--- config.mk ---
export PLATFORM = sky130hd
export DESIGN_NAME = video_mem_arbiter
export DESIGN_NICKNAME = d
export VERILOG_FILES = /design/src/rtl/video_mem_arbiter.sv
export SDC_FILE = /design/constraint.sdc
export NUM_CORES = 1
export LEC_CHECK = 0
export CELL_PAD_IN_SITES_DETAIL_PLACEMENT = 1
export CELL_PAD_IN_SITES_GLOBAL_PLACEMENT = 1
export CORE_MARGIN = 2
export CORE_UTILIZATION = 27
export DETAILED_ROUTE_END_ITERATION = 10
export MAX_ROUTING_LAYER = met4
export PLACE_DENSITY_LB_ADDON = 0.1
export SLEW_MARGIN = 40
export SYNTH_ARGS = -nofsm -noshare
export SYNTH_HDL_FRONTEND = slang
export SYNTH_SLANG_ARGS = --single-unit
--- constraint.sdc ---
create_clock -name clk_sys -period 2.2 [get_ports clk_sys]
set_input_delay 0.44 -clock clk_sys [delete_from_list [all_inputs] [get_ports clk_sys]]
set_output_delay 0.44 -clock clk_sys [all_outputs]
set_load 0.02 [all_outputs]
--- src/rtl/video_mem_arbiter.sv ---
// video_mem_arbiter
// Time-slices one single-port video/CPU RAM between the video controller's
// pixel/roller fetches and Z80 CPU accesses. Each pixel is four clk_sys
// cycles, numbered ph=0..3 from the ce_pix cycle:
//   ph=1  video slot: RAM address = vid_addr
//   ph=2  vid_din captures the RAM read data
//   ph=3  CPU slot:   RAM address/we/wdata from the CPU request
//   ph=0  cpu_ack for an access issued at ph=3
// Optional feature macro: BLANK_CPU_SLOT_EN. When it is defined and vid_blank
// is high, ph=1 becomes a second CPU slot (ack at ph=2) and vid_din is frozen.
//
// Ports
//   clk_sys, reset        64 MHz clock, synchronous active-high reset
//   ce_pix                pixel strobe, 1 cycle in 4; forces ph=0
//   vid_addr, vid_blank   video read address and vertical blank
//   vid_din               video read data, held between updates
//   cpu_req/we/addr/wdata CPU request (level) and its qualifiers
//   cpu_rdata, cpu_ack    CPU read data and 1-cycle completion pulse
//   mem_addr/we/wdata     RAM command, driven only in a live slot (else 0)
//   mem_rdata             RAM read data, one cycle after the address
//   dbg_ph                current slot phase
//
// CPU handshake: cpu_req is a level held with stable cpu_we/addr/wdata until
// the CPU sees cpu_ack. An access issues only in a CPU slot while no ack is
// showing; cpu_ack pulses for exactly one cycle the cycle after issue, and
// read data is valid in that same cycle. A request still high after the ack
// cycle is a new request and waits for the next CPU slot. A request dropped
// before its slot issues nothing.

module video_mem_arbiter #(
    parameter int AW = 17,
    parameter int DW = 8
) (
    input  logic          clk_sys,
    input  logic          reset,
    input  logic          ce_pix,
    input  logic [AW-1:0] vid_addr,
    input  logic          vid_blank,
    output logic [DW-1:0] vid_din,
    input  logic          cpu_req,
    input  logic          cpu_we,
    input  logic [AW-1:0] cpu_addr,
    input  logic [DW-1:0] cpu_wdata,
    output logic [DW-1:0] cpu_rdata,
    output logic          cpu_ack,
    output logic [AW-1:0] mem_addr,
    output logic          mem_we,
    output logic [DW-1:0] mem_wdata,
    input  logic [DW-1:0] mem_rdata,
    output logic [1:0]    dbg_ph
);

    typedef enum logic [1:0] {
        PH_0 = 2'd0,
        PH_1 = 2'd1,
        PH_2 = 2'd2,
        PH_3 = 2'd3
    } ph_t;

    ph_t           ph_q;
    ph_t           ph_cur;
    ph_t           ph_next;
    logic          from_ph2_q;   // previous cycle was ph=2, so this ph=3 is live
    logic          cpu_ack_q;
    logic          ack_rd_q;     // the ack now showing belongs to a read
    logic [DW-1:0] vid_din_q;
    logic [DW-1:0] cpu_rdata_q;
    logic          blank_cpu;
    logic          vid_slot;
    logic          cpu_slot;
    logic          cpu_issue;
    logic          vid_load;
    logic          rd_ack;

`ifdef BLANK_CPU_SLOT_EN
    assign blank_cpu = vid_blank;
`else
    logic unused_vid_blank;
    assign blank_cpu        = 1'b0;
    assign unused_vid_blank = vid_blank;
`endif

    // Phase: ce_pix resyncs to 0 in its own cycle; without it the count
    // stops at 3 and no further slot opens until the next ce_pix.
    always_comb begin
        ph_cur  = ce_pix ? PH_0 : ph_q;
        ph_next = PH_3;
        case (ph_cur)
            PH_0:    ph_next = PH_1;
            PH_1:    ph_next = PH_2;
            PH_2:    ph_next = PH_3;
            default: ph_next = PH_3;
        endcase
    end

    always_comb begin
        vid_slot  = !reset && (ph_cur == PH_1) && !blank_cpu;
        cpu_slot  = !reset && !cpu_ack_q &&
                    (((ph_cur == PH_3) && from_ph2_q) ||
                     ((ph_cur == PH_1) && blank_cpu));
        cpu_issue = cpu_slot && cpu_req;
        vid_load  = !reset && (ph_cur == PH_2) && !blank_cpu;
        rd_ack    = !reset && cpu_ack_q && ack_rd_q;

        mem_addr  = '0;
        mem_we    = 1'b0;
        mem_wdata = '0;
        if (vid_slot) begin
            mem_addr = vid_addr;
        end else if (cpu_issue) begin
            mem_addr  = cpu_addr;
            mem_we    = cpu_we;
            mem_wdata = cpu_wdata;
        end
    end

    always_ff @(posedge clk_sys) begin
        if (reset) begin
            ph_q        <= PH_3;
            from_ph2_q  <= 1'b0;
            cpu_ack_q   <= 1'b0;
            ack_rd_q    <= 1'b0;
            vid_din_q   <= '0;
            cpu_rdata_q <= '0;
        end else begin
            ph_q       <= ph_next;
            from_ph2_q <= (ph_cur == PH_2);
            cpu_ack_q  <= cpu_issue;
            ack_rd_q   <= cpu_issue && !cpu_we;
            if (vid_load) begin
                vid_din_q <= mem_rdata;
            end
            if (rd_ack) begin
                cpu_rdata_q <= mem_rdata;
            end
        end
    end

    // Read data passes straight through in the ack cycle, then is held.
    assign cpu_rdata = rd_ack ? mem_rdata : cpu_rdata_q;
    assign cpu_ack   = cpu_ack_q && !reset;
    assign vid_din   = vid_din_q;
    assign dbg_ph    = ph_cur;

endmodule

==> flow_metrics.env <==
export IMPL_layout_drive_gt1_share_pct=31.3
export IMPL_maxSlewHeadroom_pct=84.6
export IMPL_routed_via_count=1631
export IMPL_hold_depth=2
export IMPL_power_frac_comb_pct=27.0
export IMPL_violations="negative setup slack"
export IMPL_num_io_pins=101
export IMPL_core_sq_um=5510
export IMPL_rr_worst_depth=4
export IMPL_clkPwrFrac_pct=29.1
export IMPL_clock_skew_ns=0.00228
export IMPL_internal_power_mw=0.665
export IMPL_synth_fp_nets=216
export IMPL_insertion_delay_ns=0.26
export IMPL_critical_path_endpoint_type="primary output"
export IMPL_hold_end="cpu_rdata_q[2]$_SDFF_PP0_"
export IMPL_hp_start="cpu_rdata_q[2]$_SDFF_PP0_"
export IMPL_cp_arrival_ns=1.76
export IMPL_fmax_mhz=454
export IMPL_port_buffers=99
export IMPL_root_buffer="clkbuf_8"
export IMPL_synth_seq_area_share_pct=27.3
export IMPL_yosysTopAreaCellShare_pct=27.3
export IMPL_place_gp_congestion=0.722
export IMPL_fillers=622
export IMPL_via_per_inst=4.93
export IMPL_area_delta_synth_final_pct=78.4
export IMPL_synthTopCellsByArea="dfxtp_1, or4bb_1, mux2_2, o22ai_1, mux2i_1"
export IMPL_numCtsBuffers=3
export IMPL_powerDensity_nw_per_um2=318
export IMPL_clk_pin_slew_ns=0.07
export IMPL_startpoint="cpu_addr[7]"
export IMPL_num_rows=27
export IMPL_r2r_setup_slack_ns=0.58
export IMPL_criticalPathCategory="input port to primary output"
export IMPL_hold_path_class="flop to flop"
export IMPL_n_antenna_cell=0
export IMPL_fin_crit_ns=2.20
export IMPL_worstReg2RegEnd="vid_din[7]$_SDFFE_PP0P_"
export IMPL_cts_setup_buffers=0
export IMPL_total_power_mw=0.874
export IMPL_die_h_microns=79.6
export IMPL_finalWirelength_microns=5150
export IMPL_grt_max_degree=39
export IMPL_hold_violations=0
export IMPL_grt_pass1_vias=1656
export IMPL_p_leak_nw=1.30
export IMPL_first_iter_violations=55
export IMPL_nNetsFinal=316
export IMPL_finalSetupTns_ns=-0.00108
export IMPL_finalSetupViolations=1
export IMPL_synth_cell_types=24
export IMPL_cap_violations=0
export IMPL_ir_drop_uv=209
export IMPL_syn_area_per_cell_sq_um=9.63
export IMPL_clockBufferDepth=2
export IMPL_yosysTopAreaCell="dfxtp_1"
export IMPL_p_switching_mw=0.209
export IMPL_status="complete, but fails checks"
export IMPL_period_share_pct=100
export IMPL_final_common_cell="clkdlybuf4s50_1"
export IMPL_layout_common_cells="clkdlybuf4s50_1, or4bb_1, dfxtp_1"
export IMPL_htreeDepth=1
export IMPL_place_detailed_hpwl_microns=3630
export IMPL_grt_antenna_before_repair=0
export IMPL_avgRoutedWirePerCell_microns=15.6
export IMPL_final_core_util_pct=49.9
export IMPL_track_usage_pct=16.6
export IMPL_worst_slew_pin_slew_ns=0.230
export IMPL_floorplan_initialDensity_pct=28.0
export IMPL_drv_slew=0
export IMPL_die_width_microns=79.6
export IMPL_stdcell_count=331
export IMPL_drt_first_pass_iters=4
export IMPL_setup_slack_ns=-0.00108
export IMPL_seq_power_share_pct=43.9
export IMPL_postSynthCellCount=160
export IMPL_synth_seq_cells=21
export IMPL_cts_tree="yes"
export IMPL_rsz0062_at_grt="yes"
export IMPL_drc_errors=0
export IMPL_timing_rr_start="ph_q[1]$_SDFF_PP1_"
export IMPL_dieArea_sq_um=6330
export IMPL_yosys_warnings=0
export IMPL_overflow=0
export IMPL_post_place_cells=325
export IMPL_cp_required_ns=1.76
export IMPL_ant_nets=0
export IMPL_critPathLaunchType="input port"
export IMPL_switching_share_pct=23.9
export IMPL_numClockSinks=21
export IMPL_crit_fanout=1
export IMPL_grt_pass1_wl_microns=8300
export IMPL_synth_cell_area_sq_um=1540
==> cells by family after synthesis <==
| family | after synthesis | share of synthesized area (%) |
|---|---|---|
| buf+inv | 26 | 7.14 |
| compound gates | 17 | 6.90 |
| mux | 24 | 17.5 |
| flops | 21 | 27.3 |
| simple gates | 72 | 41.2 |
==> state kept, by name, indices dropped and copies added, names as in the netlist <==
| signal | cells |
|---|---|
| ack_rd_q | 1 |
| cpu_ack_q | 1 |
| cpu_rdata_q | 8 |
| from_ph2_q | 1 |
| ph_q | 2 |
| vid_din | 8 |
==> synth_stat cells (all sizes together) <==
master	instances
mux2	14
nand4bb	3
nor3	1
nand2b	11
o22ai	17
or3	1
nor3b	1
mux2i	10
and3	9
clkbuf	15
nor2	1
or3b	1
or4bb	31
nor2b	9
nand4b	1
nand3b	1
inv	6
and4b	1
or4b	1
buf	5
dfxtp	21
==> critical path, cell delays in order <==
cell and delay, ns:
clkdlybuf4s50_1 0.46, or4bb_1 0.49, o22ai_2 0.19, buf_4 0.17
==> power by group through the flow <==
stage | sequential, mW | clock [mW] | combinational, mW
after global routing | 0.385 | 0.286 | 0.255
after CTS | 0.384 | 0.267 | 0.232
after floorplan | 0.394 | 0 | 0.0789
final | 0.384 | 0.254 | 0.236
after global placement | 0.393 | 0 | 0.218
after detailed placement | 0.393 | 0 | 0.220
==> metal layers <==
| layer | vias up | GRT usage [%] | wire, microns |
|---|---|---|---|
| li1 | 801 | - | - |
| met1 | 767 | 21.8 | 2400 |
| met2 | 61 | 27.5 | 2400 |
| met3 | 2 | 3.39 | 341 |
| met4 | 0 | 1.55 | 11 |
| met5 | - | - | 0 |
==> cell type report <==
class	count	area (sq um)	share of cell area [%]
clock buffer	4	45.0	1.64
multi-input combinational	113	1070	39.0
inverter	6	22.5	0.819
tap	72	90.1	3.28
timing repair buffer	115	1100	39.9
sequential	21	420	15.3
==> timing repair <==
| action | CTS | global route |
|---|---|---|
| pin swaps | 4 | 2 |
| hold buffers | 0 | 0 |
| setup endpoints to repair | 37 | 28 |
| gates resized for setup | 138 | 37 |
| gates cloned | 2 | 0 |
==> how the worst max path moves through the flow <==
stage | endpoint | slack (ns) | cells past startpoint
after global placement | mem_addr[7] | -0.69 | 5
after floorplan | mem_addr[10] | 0.17 | 4
after CTS | mem_addr[11] | 0.006 | 4
after global routing | mem_addr[11] | -0.03 | 4
after detailed placement | mem_addr[7] | -0.67 | 5
final | mem_addr[7] | -0.001 | 4
==> through the flow <==
stage	hold slack, ns	setup WS, ns	instance area [sq um]
final	0.480	-0.00108	2750
after global routing	0.498	-0.0315	2750
after CTS	0.485	0.00607	2780
after detailed placement	0.474	-0.669	2690
after global placement	0.464	-0.686	2690
after floorplan	0.449	0.173	1540
Power figures use the tool's default switching activity.
